File: config.mk
export PLATFORM = sky130hd
export DESIGN_NAME = hazard_ctrl
export DESIGN_NICKNAME = d
export VERILOG_FILES = /design/src/rtl/mips_pkg.sv /design/src/rtl/hazard_ctrl_sat_counter.sv /design/src/rtl/hazard_ctrl.sv
export SDC_FILE = /design/constraint.sdc
export NUM_CORES = 1
export LEC_CHECK = 0
export ABC_CLOCK_PERIOD_IN_PS = 2200
export BUFFER_PORTS_ARGS = -buffer_cell sky130_fd_sc_hd__buf_2
export CORE_MARGIN = 2
export CORE_UTILIZATION = 25
export CTS_BUF_LIST = sky130_fd_sc_hd__clkbuf_4
export DETAILED_ROUTE_END_ITERATION = 8
export GPL_ROUTABILITY_DRIVEN = 0
export PLACE_DENSITY = 0.44
export SLEW_MARGIN = 25
export SYNTH_ARGS = -nofsm -noshare
export SYNTH_HDL_FRONTEND = slang
export SYNTH_SLANG_ARGS = --single-unit
export TNS_END_PERCENT = 1
File: constraint.sdc
create_clock -name clk -period 2.2 [get_ports clk]
set_clock_uncertainty 0.2 [all_clocks]
set_input_delay 0.22 -clock clk [delete_from_list [all_inputs] [get_ports clk]]
set_output_delay 0.22 -clock clk [all_outputs]
set_load 0.1 [all_outputs]
File: src/rtl/mips_pkg.sv
// Shared definitions for the MIPS pipeline control blocks.
package mips_pkg;

  typedef enum logic [1:0] {
    ST_RUN      = 2'd0,
    ST_MEM_WAIT = 2'd1,
    ST_ERROR    = 2'd2
  } state_t;

  localparam logic [4:0] REG_ZERO = 5'd0;

endpackage

File: src/rtl/hazard_ctrl_sat_counter.sv
// Saturating up-counter used for the pipeline performance counters.
module sat_counter #(
  parameter int CNT_W = 32
) (
  input  logic             clk,
  input  logic             rst,
  input  logic             inc,
  output logic [CNT_W-1:0] count
);

  always_ff @(posedge clk) begin
    if (rst)
      count <= '0;
    else if (inc && (count != {CNT_W{1'b1}}))
      count <= count + {{(CNT_W-1){1'b0}}, 1'b1};
  end

endmodule

File: src/rtl/hazard_ctrl.sv
// Pipeline sequencer: load-use stall, taken-branch flush and data-memory wait
// with timeout for the 5-stage MIPS core.
module hazard_ctrl
  import mips_pkg::*;
#(
  parameter int TIMEOUT_CYCLES = 16,
  parameter int CNT_W          = 32
) (
  input  logic             clk,
  input  logic             rst,
  input  logic [4:0]       ID_rs,
  input  logic [4:0]       ID_rt,
  input  logic             ID_uses_rt,
  input  logic             EX_MemRead,
  input  logic [4:0]       EX_rt,
  input  logic             MEM_br_taken,
  input  logic             MEM_mem_req,
  input  logic             mem_ready,
  output logic             pc_write,
  output logic             IF_ID_write,
  output logic             IF_ID_flush,
  output logic             ID_EX_write,
  output logic             ID_EX_bubble,
  output logic             EX_MEM_write,
  output logic             EX_MEM_flush,
  output logic             MEM_WB_bubble,
  output logic             err_timeout,
  output logic [CNT_W-1:0] stall_cnt,
  output logic [CNT_W-1:0] flush_cnt
);

  localparam int WAIT_W = $clog2(TIMEOUT_CYCLES + 1);

  state_t            state;
  logic [WAIT_W-1:0] wait_cnt;
  logic              load_use;
  logic              mem_stall;
  logic              run_eval;
  logic              freeze;
  logic              br_event;

  assign load_use  = EX_MemRead && (EX_rt != REG_ZERO) &&
                     ((EX_rt == ID_rs) || (ID_uses_rt && (EX_rt == ID_rt)));
  assign mem_stall = MEM_mem_req && !mem_ready;

  // A completing MEM_WAIT cycle is resolved exactly like a RUN cycle.
  always_comb begin
    run_eval = 1'b0;
    freeze   = 1'b0;
    br_event = 1'b0;
    if (!rst) begin
      case (state)
        ST_RUN:      run_eval = 1'b1;
        ST_MEM_WAIT: if (mem_ready) run_eval = 1'b1; else freeze = 1'b1;
        default:     freeze = 1'b1;
      endcase
    end
    if (run_eval) begin
      if (mem_stall)
        freeze = 1'b1;
      else if (MEM_br_taken)
        br_event = 1'b1;
    end
  end

  always_comb begin
    pc_write      = 1'b1;
    IF_ID_write   = 1'b1;
    IF_ID_flush   = 1'b0;
    ID_EX_write   = 1'b1;
    ID_EX_bubble  = 1'b0;
    EX_MEM_write  = 1'b1;
    EX_MEM_flush  = 1'b0;
    MEM_WB_bubble = 1'b0;
    if (freeze) begin
      pc_write      = 1'b0;
      IF_ID_write   = 1'b0;
      ID_EX_write   = 1'b0;
      EX_MEM_write  = 1'b0;
      MEM_WB_bubble = 1'b1;
    end else if (br_event) begin
      IF_ID_flush  = 1'b1;
      ID_EX_bubble = 1'b1;
      EX_MEM_flush = 1'b1;
    end else if (run_eval && load_use) begin
      pc_write     = 1'b0;
      IF_ID_write  = 1'b0;
      ID_EX_bubble = 1'b1;
    end
  end

  // wait_cnt holds the number of MEM_WAIT cycles already spent in this access.
  always_ff @(posedge clk) begin
    if (rst) begin
      state       <= ST_RUN;
      wait_cnt    <= '0;
      err_timeout <= 1'b0;
    end else begin
      case (state)
        ST_RUN: begin
          if (mem_stall) begin
            state    <= ST_MEM_WAIT;
            wait_cnt <= WAIT_W'(1);
          end
        end
        ST_MEM_WAIT: begin
          if (mem_ready) begin
            state    <= ST_RUN;
            wait_cnt <= '0;
          end else if (wait_cnt == WAIT_W'(TIMEOUT_CYCLES)) begin
            state       <= ST_ERROR;
            err_timeout <= 1'b1;
          end else begin
            wait_cnt <= wait_cnt + WAIT_W'(1);
          end
        end
        ST_ERROR: state <= ST_ERROR;
        default:  state <= ST_RUN;
      endcase
    end
  end

  sat_counter #(.CNT_W(CNT_W)) u_stall_cnt (
    .clk   (clk),
    .rst   (rst),
    .inc   (!pc_write),
    .count (stall_cnt)
  );

  sat_counter #(.CNT_W(CNT_W)) u_flush_cnt (
    .clk   (clk),
    .rst   (rst),
    .inc   (br_event),
    .count (flush_cnt)
  );

endmodule
==> qor.txt <==
Register area -> 1450 um^2
# DRC -> 0
Final Hold Fails -> 0
TritonCTS clock tree -> built
CTS Sinks -> 72
Die height -> 127 um
Top_reg_cell synth -> dfxtp_1
Final worst slack -> -150 ps
Fmax -> 0.425 GHz
Synthesis-stage register bit count -> 72
Total core area -> 14600 um^2
Critical Path End Type -> output pin
Global Route Usage Sum -> 0.140
VDD IR-drop max -> 0.248 mV
Synthesized Nets -> 486
Vias in the first global route -> 3745
Final Max Slew Viols -> 0
Status -> finished, violations left
Synth area leader -> dfxtp_1
DR iter-0 viols -> 210
Filler Cell Count -> 1534
Power, Total -> 2360 uW
Yosys top cell area share -> 0.381
I/O Buffers -> 94
HPWL Detailed -> 8.51 mm
Yosys cell types -> 51
RSZ-0062 raised after global routing -> true
First-pass GRT wire length -> 18.3 mm
Worst-Skew Late Latency -> 440 ps
Synth Cell Area -> 3780 um^2
CTS Root Cell -> clkbuf_4
Min Tclk post-route -> 2350 ps
Final Cycle Share -> 1.07
H-Tree Depth -> 3
Worst-margin pin slew -> 530 ps
TritonRoute pass-1 iters -> 5
Met2 wire len -> 5.56 mm
Register area share after synthesis -> 0.381
TritonCTS buffer count -> 9
Post-synth ARST share -> 0
WL/cell -> 13.9 um
Setup TNS -> -655 ps
Routed Antenna Nets -> 0
Initial antenna violation count -> 0
WL met1 -> 5.26 mm
Top Ports -> 95
Number of synthesized flops with an enable pin -> 0
Slew HR -> 0.644
Vias -> 4009
Worst Path Arrival -> 1930 ps
Yosys warning total -> 0
Routed WL -> 11.4 mm
Share of cells above drive strength 1 -> 0.354
Power per cell area -> 440 nW/um^2
WL met3 -> 470 um
Crit path kind -> flop to output pin
Worst-path maximum fanout -> 4
Die area -> 16100 um^2
Gr ovfl total -> 0
Synth Area per Inst -> 8.22 um^2
Multi-input logic area -> 2300 um^2
Top cells by area, synth -> dfxtp_1 (38%), nor2_1 (5.2%), xor2_1 (5.1%), nand4_1 (4.6%), nand3_1 (4.2%)
Failing checks -> negative setup slack
Chip width -> 127 um
Final setup fails -> 6
Most frequent cells in the layout -> buf_2 (86), buf_4 (78), dfxtp_1 (68), nor2_1 (50), nand3_1 (31)
Largest net degree at the start of global routing -> 47
R2R Setup Slk -> 0 ps
Starting density of the core -> 0.258
Commonest non-fill, non-tap cell in the layout -> buf_2
Via density -> 4.91
Max-cap violations -> 0
Area growth syn-to-layout -> 42.0%
Critical Path Source Type -> flop
Antenna diodes -> 0
Highest routed layer -> met4
Reg clk slew, reported paths -> 120 ps
Pleak -> 0.00217 uW
Post-Synthesis Cells -> 460
FP Rows -> 44
Data required, critical path -> 1780 ps
Final net count -> 654
Hold WC Path Type -> input pin to flop
Clk buf depth -> 2
[cell usage after synthesis (2+ instances only)]
master	count
and3_1	12
and4_1	4
clkbuf_1	10
xor2_1	22
or3_1	19
nor4_1	7
nand3_1	32
mux2_2	3
or4_1	10
nand2_1	25
o21a_1	2
nand4b_1	3
nor3_1	16
o41ai_1	2
xnor2_1	17
a21oi_1	31
o31ai_1	9
mux2i_1	4
buf_2	4
ha_1	4
nand4_1	28
o21ai_0	23
nand4_2	2
nor2b_1	5
nor2_1	52
buf_4	6
dfxtp_1	72
inv_1	12
nand2b_1	2
[path summary, 6_finish.rpt]
path                     from  depth (start not counted)               endpoint
setup reg to reg     state[0]                          8  u_flush_cnt.count[22]
hold reg to reg   err_timeout                          2            err_timeout
hold / removal      mem_ready                          5            wait_cnt[1]
setup / recovery     state[0]                          7            IF_ID_flush
[report_power, final]
group | switching, uW | leakage (uW) | internal, uW
registers | 5.89 | 0.000582 | 1310
logic | 198 | 0.00153 | 116
clock network | 513 | 0.0000505 | 218
total | 717 | 0.00217 | 1650
[cell families after synthesis]
kind of cell / after synthesis / synth area share
DFF: 72 / 0.381
AOI/OAI and AO/OA: 78 / 0.127
xor gates and xnor gates: 39 / 0.0903
buffers and inverters: 33 / 0.0420
and+or+nand+nor: 227 / 0.326
muxes: 7 / 0.0195
adders and majority gates: 4 / 0.0132
[worst max-delay path, stage by stage (launching register included)]
cell	delay, ps
dfxtp_2	340
o21ba_4	200
buf_6	120
o21ai_4	190
buf_6	140
clkinvlp_4	140
nor2_4	170
buf_12	190
[cell type report]
type / count / share of cell area
tap: 184 / 0.0429
multi-input combinational: 355 / 0.428
sequential: 72 / 0.269
inverter: 12 / 0.00908
clock inverter: 7 / 0.00722
timing repair buffer: 178 / 0.231
clock buffer: 9 / 0.0126
[sequential cells by signal (all words and copies together), names as in the netlist]
signal,count
u_flush_cnt.count,32
u_stall_cnt.count,32
wait_cnt,5
state,2
err_timeout,1
[through the flow]
| step | setup WS (ps) | instance area [um^2] | std cells | util | hold slack, ps |
|---|---|---|---|---|---|
| final | -150 | 5370 | 817 | 0.367 | 65.9 |
| after global routing | -258 | 5370 | 817 | 0.367 | 56.3 |
| after CTS | -219 | 5300 | 817 | 0.362 | 13.8 |
| after detailed placement | -62.4 | 5120 | 796 | 0.350 | 264 |
| after global placement | -54.9 | 5120 | 796 | 0.350 | 270 |
| after floorplan | -1180 | 3830 | 460 | - | 199 |
[layer usage]
metal	vias up	track usage
li1	2025	-
met1	1891	0.175
met2	87	0.231
met3	6	0.0389
met4	0	0.0491
met5	-	0
[repair_timing]
item	4_1_cts	5_1_grt
hold buffers	2	0
setup buffers	3	0
endpoints found under the hold margin	1	0
gates resized for setup	5	20
setup endpoints to repair	13	58
pin swaps	5	5
No activity file was read; power rests on OpenSTA's default activity.
